`src/rtl/sync_monitor.sv`:
```
// sync_monitor
//   Interprets the receiver's SYNC~ line for a JESD204B transmitter. Each SYNC~
//   low period is classified as either error reporting (shorter than THR octet
//   clocks) or a link re-initialization request (THR or more). The result drives
//   the TX link controller's err-reporting / sync-request / sync-de-assertion
//   inputs, and completed error reports are counted with saturation.
//
// Ports
//   clk                  device clock, one octet per lane per cycle
//   rst_n                synchronous active-low reset
//   i_sync_n             SYNC~ from the receiver (active-low, already in clk domain)
//   i_F                  octets per frame minus one (1..256 octets)
//   i_err_cnt_clr        one-cycle strobe clearing the error counter
//   o_err_reporting      high while a SYNC~ low period is still below THR
//   o_sync_request_tx    high from request detection until SYNC~ rises
//   o_sync_de_assertion  high after a re-init SYNC~ rise until SYNC~ next goes low
//   o_err_cnt            number of completed error reports, saturating

module sync_monitor #(
    parameter int REQ_FRAMES       = 5,
    parameter int REQ_EXTRA_OCTETS = 9,
    parameter int ERR_CNT_W        = 8
) (
    input  logic                 clk,
    input  logic                 rst_n,
    input  logic                 i_sync_n,
    input  logic [7:0]           i_F,
    input  logic                 i_err_cnt_clr,
    output logic                 o_err_reporting,
    output logic                 o_sync_request_tx,
    output logic                 o_sync_de_assertion,
    output logic [ERR_CNT_W-1:0] o_err_cnt
);

    typedef enum logic [1:0] {
        SYNC_REQ = 2'd0,
        LINK_UP  = 2'd1,
        ERR_RPT  = 2'd2
    } state_t;

    localparam logic [ERR_CNT_W-1:0] CNT_MAX = '1;

    state_t      state_q, state_d;
    logic        sync_q;
    logic [11:0] thr_q, thr_d;
    logic [11:0] low_cnt_q, low_len;
    logic        err_d, req_d, de_d, inc;

    // 12 bits holds the largest threshold (5*256+9 = 1289).
    assign thr_d = 12'(REQ_FRAMES) * ({4'd0, i_F} + 12'd1) + 12'(REQ_EXTRA_OCTETS);

    // Length of the current low run including this cycle; the register keeps
    // the previous cycle's value so the comparison below sees the live length.
    always_comb begin
        low_len = 12'd0;
        if (!sync_q)
            low_len = (&low_cnt_q) ? low_cnt_q : low_cnt_q + 12'd1;
    end

    always_ff @(posedge clk) begin
        if (!rst_n) begin
            sync_q    <= 1'b0;
            thr_q     <= 12'd0;
            low_cnt_q <= 12'd0;
        end else begin
            sync_q    <= i_sync_n;
            thr_q     <= thr_d;
            low_cnt_q <= low_len;
        end
    end

    always_comb begin
        state_d = state_q;
        err_d   = 1'b0;
        req_d   = 1'b0;
        de_d    = o_sync_de_assertion;
        inc     = 1'b0;
        case (state_q)
            SYNC_REQ: begin
                req_d = 1'b1;
                de_d  = 1'b0;
                if (sync_q) begin
                    state_d = LINK_UP;
                    req_d   = 1'b0;
                    de_d    = 1'b1;
                end
            end
            LINK_UP: begin
                if (!sync_q) begin
                    state_d = ERR_RPT;
                    err_d   = 1'b1;
                    de_d    = 1'b0;
                end
            end
            ERR_RPT: begin
                err_d = 1'b1;
                de_d  = 1'b0;
                if (!sync_q && low_len == thr_q) begin
                    state_d = SYNC_REQ;
                    err_d   = 1'b0;
                    req_d   = 1'b1;
                end else if (sync_q) begin
                    // Short low period: an error report. de stays low so error
                    // reporting never retriggers ILA.
                    state_d = LINK_UP;
                    err_d   = 1'b0;
                    inc     = 1'b1;
                end
            end
            default: begin
                state_d = SYNC_REQ;
                req_d   = 1'b1;
                de_d    = 1'b0;
            end
        endcase
    end

    always_ff @(posedge clk) begin
        if (!rst_n) begin
            state_q             <= SYNC_REQ;
            o_err_reporting     <= 1'b0;
            o_sync_request_tx   <= 1'b1;
            o_sync_de_assertion <= 1'b0;
            o_err_cnt           <= '0;
        end else begin
            state_q             <= state_d;
            o_err_reporting     <= err_d;
            o_sync_request_tx   <= req_d;
            o_sync_de_assertion <= de_d;
            // Clear has priority over a coincident increment.
            if (i_err_cnt_clr)
                o_err_cnt <= '0;
            else if (inc && o_err_cnt != CNT_MAX)
                o_err_cnt <= o_err_cnt + 1'b1;
        end
    end

endmodule

```
`config.mk`:
```
export PLATFORM = sky130hd
export DESIGN_NAME = sync_monitor
export DESIGN_NICKNAME = d
export VERILOG_FILES = /design/src/rtl/sync_monitor.sv
export SDC_FILE = /design/constraint.sdc
export NUM_CORES = 1
export LEC_CHECK = 0
export ABC_CLOCK_PERIOD_IN_PS = 4070
export BUFFER_PORTS_ARGS = -buffer_cell sky130_fd_sc_hd__buf_2
export CORE_MARGIN = 3
export CORE_UTILIZATION = 50
export CTS_BUF_LIST = sky130_fd_sc_hd__clkbuf_16
export DETAILED_ROUTE_END_ITERATION = 16
export GPL_ROUTABILITY_DRIVEN = 0
export GPL_TIMING_DRIVEN = 0
export PLACE_DENSITY = 0.81
export RECOVER_POWER = 100
export SLEW_MARGIN = 0
export SYNTH_ARGS = -nofsm -noshare
export SYNTH_HDL_FRONTEND = slang
export SYNTH_SLANG_ARGS = --single-unit
```
`constraint.sdc`:
```
create_clock -name clk -period 4.07 [get_ports clk]
set_input_delay 0.2035 -clock clk [delete_from_list [all_inputs] [get_ports clk]]
set_output_delay 0.2035 -clock clk [all_outputs]
set_load 0.005 [all_outputs]
```
# --- After elaboration in Yosys (flattened, before gate mapping) ---
# Cells that the tools add are included.
classes:
  add_sub_neg: 4
  mul: 1
  n_eq_ne: 5
  n_mux: 16
  bitwise: 1
  n_reduce_logical: 6
ops:
  columns: ["op", "n"]
  rows:
  - ["2-to-1 mux 12 bit", 2]
  - ["adder 12 x 1 -> 12 bit (second input constant)", 1]
  - ["adder 12 x 4 -> 12 bit (second input constant)", 1]
  - ["== test 12 bit", 1]
  - ["multiplier 3 x 9 -> 12 bit (first input constant)", 1]
  - ["AND reduction 12 bit", 1]
  - ["adder 8 x 1 -> 9 bit (second input constant)", 1]
  - ["adder 8 x 1 -> 8 bit (second input constant)", 1]
  - ["!= test 8 bit (second input constant)", 1]
  - ["2-to-1 mux 1 bit", 7]
  - ["2-to-1 mux 2 bit", 3]
  - ["one-hot mux 2 bit (3 select lines)", 1]
  - ["one-hot mux 1 bit (2 select lines)", 2]
  - ["one-hot mux 1 bit (3 select lines)", 1]
  - ["== test 2 x 1 -> 1 bit (second input constant)", 1]
  - ["== test 2 bit (second input constant)", 1]
  - ["logical AND 1 bit", 2]
  - ["zero test 2 bit", 1]
  - ["!= test 2 bit (second input constant)", 1]
  - ["OR reduction 2 bit", 1]
  - ["zero test 1 bit", 1]
  - ["inverter 1 bit", 1]
word_totals:
  regBits: 38
  inputBits: 12
  out_inout_bits: 11

# --- Longest topological paths before layout ---
logic_depth:
  ltp_word: 8
  mapped_depth: 14

# --- Least setup slack after synthesis ---
# No wires, ideal clock.
synth_timing:
  kind: "in2reg"
  from: "in i_F[0]"
  to: "reg thr_q[11]"
  arrival_ps: 2737
  slack_ps: 1213
  path_stages: 14
  cell_sequence: "ha_1 nand3_1 xnor2_1 ha_1 ha_1 ha_1 and3b_1 o21a_1 o21ai_0 nand2b_1 a21o_1 a21o_1 a211oi_1 nor2_1"
synth_between:
  elab_chain_cells: 3
synth_rtl:
  columns: ["item", "line_no", "text"]
  rows:
  - ["start: declaration", "27", "input logic [7:0] i_F,"]
  - ["adder 8 x 1 -> 9 bit", "50", "assign thr_d = 12'(REQ_FRAMES) * ({4'd0, i_F} + 12'd1) + 12'(REQ_EXTRA_OCTETS);"]
  - ["multiplier 3 x 9 -> 12 bit", "50", null]
  - ["adder 12 x 4 -> 12 bit", "50", null]
  - ["end signal: assignment", "67", "thr_q <= thr_d;"]
  - ["end: declaration", "45", "logic [11:0] thr_q, thr_d;"]
# Every way passes these cells.
# A chain may end at the register's enable or synchronous reset.

# --- Worst setup path in the final report ---
layout_timing:
  from: "reg low_cnt_q[0]"
  to: "reg state_q[0]"
layout_between:
  elab_chain_cells: 7
  word_cells_on_any_way: 8
  cone_classes: "1 x add/sub; 1 x eq/ne; 4 x mux; 2 x reduce/logical"
layout_rtl:
  columns: ["item", "line_no", "text"]
  rows:
  - ["start: declaration", "46", "logic [11:0] low_cnt_q, low_len;"]
  - ["start signal: assignment", "68", "low_cnt_q <= low_len;"]
  - ["adder 12 x 1 -> 12 bit / AND reduction 12 bit (equally long branches)", "57", "low_len = (&low_cnt_q) ? low_cnt_q : low_cnt_q + 12'd1;"]
  - ["2-to-1 mux 12 bit (*)", "57", null]
  - ["2-to-1 mux 12 bit (*)", "56", "if (!sync_q)"]
  - ["== test 12 bit (*)", "98", "if (!sync_q && low_len == thr_q) begin"]
  - ["logical AND 1 bit (*)", "98", null]
  - ["2-to-1 mux 2 bit (*)", "98", null]
  - ["one-hot mux 2 bit (3 select lines) (*)", "78", "case (state_q)"]
  - ["end signal: assignment", "126", "state_q <= state_d;"]
  - ["end: declaration", "43", "state_t state_q, state_d;"]
# Mark *: on every way between the ends. The rest lies on a longest branch, timed or not.

==> results.sh <==
export IMPL_cp_slowest_cell="nor4_1"
export IMPL_skew_ns=0.007683
export IMPL_p_per_area_mw_per_mm2=382.5
export IMPL_r2r_start="low_cnt_q[0]"
export IMPL_dp_hpwl_mm=4.164
export IMPL_async_flop_share=0
export IMPL_synth_top_cells_by_count="dfxtp_1, ha_1, nor2_1"
export IMPL_wl_met1_mm=2.325
export IMPL_arrival_ns=3.63
export IMPL_wl_met3_um=277
export IMPL_outcome="complete, no violations"
export IMPL_die_x_um=79.18
export IMPL_clkTransAtPathRegs_ns=0.06
export IMPL_ys_ff_latch=38
export IMPL_clk_latency_ns=0.28
export IMPL_synth_edf_count=0
export IMPL_finalPower_mw=1.163
export IMPL_dieArea_sq_mm=0.006269
export IMPL_fmax_mhz=289.3
export IMPL_utilization=0.5915
export IMPL_yosysMostFrequentCell="dfxtp_1"
export IMPL_path_class="flop to flop"
export IMPL_wl_per_cell_um=12.96
export IMPL_peakVddDrop_mv=0.1967
export IMPL_n_antenna_cell=0
export IMPL_endpoint_kind="flop"
export IMPL_worstPathRequired_ns=4.24
export IMPL_max_stage_delay_ns=0.57
export IMPL_wirelength_mm=5.338
export IMPL_start_kind="flop"
export IMPL_highest_layer="met4"
export IMPL_cp_max_fo=10
export IMPL_fillers=470
export IMPL_grt_max_degree=13
export IMPL_critPathBufInv=3
export IMPL_via_per_inst=5.633
export IMPL_whs_ns=0.1281
export IMPL_period_needed_ns=3.456
export IMPL_grt_first_pass_wirelength_mm=9.315
export IMPL_grt_usage=0.1865
export IMPL_cts_root_buf="clkbuf_16"
export IMPL_ys_types=60
export IMPL_area_growth_pct=13.55
export IMPL_cts_path_max_buffers=2
export IMPL_rsz0062_at_grt="no"
export IMPL_portBuffers=22
export IMPL_seqCellArea_sq_um=760.7
export IMPL_synth_area_leaders="dfxtp_1, ha_1, xnor2_1, nor2_1, xor2_1"
export IMPL_num_io_pins=23
export IMPL_leakagePower_nw=1.259
export IMPL_yosys_area_top_type="dfxtp_1"
export IMPL_synthesis_area_sq_mm=0.002678
export IMPL_drc_errors=0
export IMPL_dr_wl_met2_mm=2.637
export IMPL_nets=381
export IMPL_yosys_warnings=0
export IMPL_postSynthCellCount=312
export IMPL_finalHoldViolCount=0
export IMPL_critPathTopFamily="simple AND/OR/NAND/NOR gates"
export IMPL_rows=26
export IMPL_initial_core_util=0.5209
export IMPL_worst_pin_slew_ns=0.6077
export IMPL_slew_headroom=0.5912
export IMPL_maxSlewViolCount=0
export IMPL_post_cts_buffers=0
export IMPL_min_from="i_sync_n"
export IMPL_place_area_sq_mm=0.002875
export IMPL_cts_tree="yes"
export IMPL_grt_overflow_total=0
export IMPL_cts_hold_buf=0
export IMPL_drt_iter0_drc=175
export IMPL_ys_flop_type="dfxtp_1"
export IMPL_post_cts_resized=0
export IMPL_yosysSeqAreaShare=0.2841
export IMPL_antenna_found_initial=0
export IMPL_numCtsBuffers=5
export IMPL_die_h_um=79.18
export IMPL_finalSetupTns_ns=0
export IMPL_crit_chain="ha_1 -> buf_2 -> nand4_1 -> or4_1 -> clkbuf_1 -> buf_6 -> a21oi_1 -> xnor2_1 -> o41ai_1 -> nor4_1 -> a31oi_1 -> o311a_1"
export IMPL_dr_pass1_iters=5
export IMPL_postLayoutCellArea_sq_mm=0.003040
export IMPL_clock_sinks=38
export IMPL_synth_top_area_share=0.2841
export IMPL_setup_viol=0
export IMPL_ant_nets=0
export IMPL_timing_final_crit_share=0.8492
export IMPL_syn_area_per_cell_sq_um=8.582
export IMPL_htree_num_levels=2
export IMPL_core_sq_mm=0.005140
export IMPL_hold_path_class="primary input to flop"
export IMPL_drive_gt1_frac=0.1053
export IMPL_vias=2321
export IMPL_cap_viol_max_count=0
export IMPL_startpoint="low_cnt_q[0]"
export IMPL_synthesis_nets=352
export IMPL_first_global_vias=2157
export IMPL_multi_input_area_sq_mm=0.001777
## placed cells by master (no fill, tap or decap), drive strengths merged, types with 4 or more instances in the layout
cell and n:
nor4 5, ha 27, xnor2 17, and3 7, a31oi 5, nor2 24, nor3 7, dfxtp 38
a211oi 4, a21o 4, nand3 18, nand2b 5, xor2 10, a21oi 14, clkbuf 18, inv 16
nand2 18, o21ai 12, buf 22, and4 4, o41ai 4, and2 10, nand4 5, mux2i 4
## worst reg2reg max path, delay by kind of cell, from the launching register on
family          cells  cell delay (ns)
flops               1             0.41
compound gates      4             0.80
xor+xnor            1             0.15
buf+inv             3             0.57
simple gates        3             1.25
fa+ha+maj           1             0.17
## area by class of cell
cell class,count,share of cell area
Multi-Input combinational cell,245,0.5844
Sequential cell,38,0.2502
Clock buffer,5,0.04115
Timing Repair Buffer,22,0.03457
Tap cell,70,0.02881
Clock inverter,3,0.02099
Buffer,13,0.02016
Inverter,16,0.01975
## final timing paths
path                                             to  slack [ns]  cells past startpoint
worst max register to register           state_q[0]        0.61                     12
worst min register to register  o_sync_de_assertion        0.50                      2
worst min-delay path                         sync_q        0.13                      2
worst max-delay path                     state_q[0]        0.61                     12
## routing by layer
layer,vias to the layer above,global-route usage
met2,61,0.3266
met1,1061,0.2194
met4,0,0.07732
li1,1190,-
met5,-,0
met3,9,0.03968
## kinds of logic (layout without fill, tap and decap cells)
family / Yosys count / in the layout / share of synthesized area
compound gates: 64 / 64 / 0.1682
xor+xnor: 27 / 27 / 0.08832
fa+ha+maj: 28 / 28 / 0.1336
buf+inv: 29 / 59 / 0.04860
flops: 38 / 38 / 0.2841
mux: 4 / 4 / 0.01963
simple gates: 122 / 122 / 0.2575
## per-stage QoR
step,std cells,setup WS (ns)
after floorplan,312,1.213
after global placement,404,0.8112
after detailed placement,404,0.7956
after CTS,412,0.8645
after global routing,412,0.3179
final,412,0.6139
## registers in the layout (all words and copies together), names as in the netlist
register / flops
state_q: 2
o_err_reporting: 1
o_err_cnt: 8
sync_q: 1
o_sync_de_assertion: 1
thr_q: 12
o_sync_request_tx: 1
low_cnt_q: 12
## report_power, final
group	switching [mW]	total (mW)	internal, mW	leakage [nW]
Sequential	0.0218	0.422	0.400	0.310
Clock	0.149	0.498	0.349	0.0915
Combinational	0.127	0.244	0.117	0.857
Power figures use the tool's default switching activity.
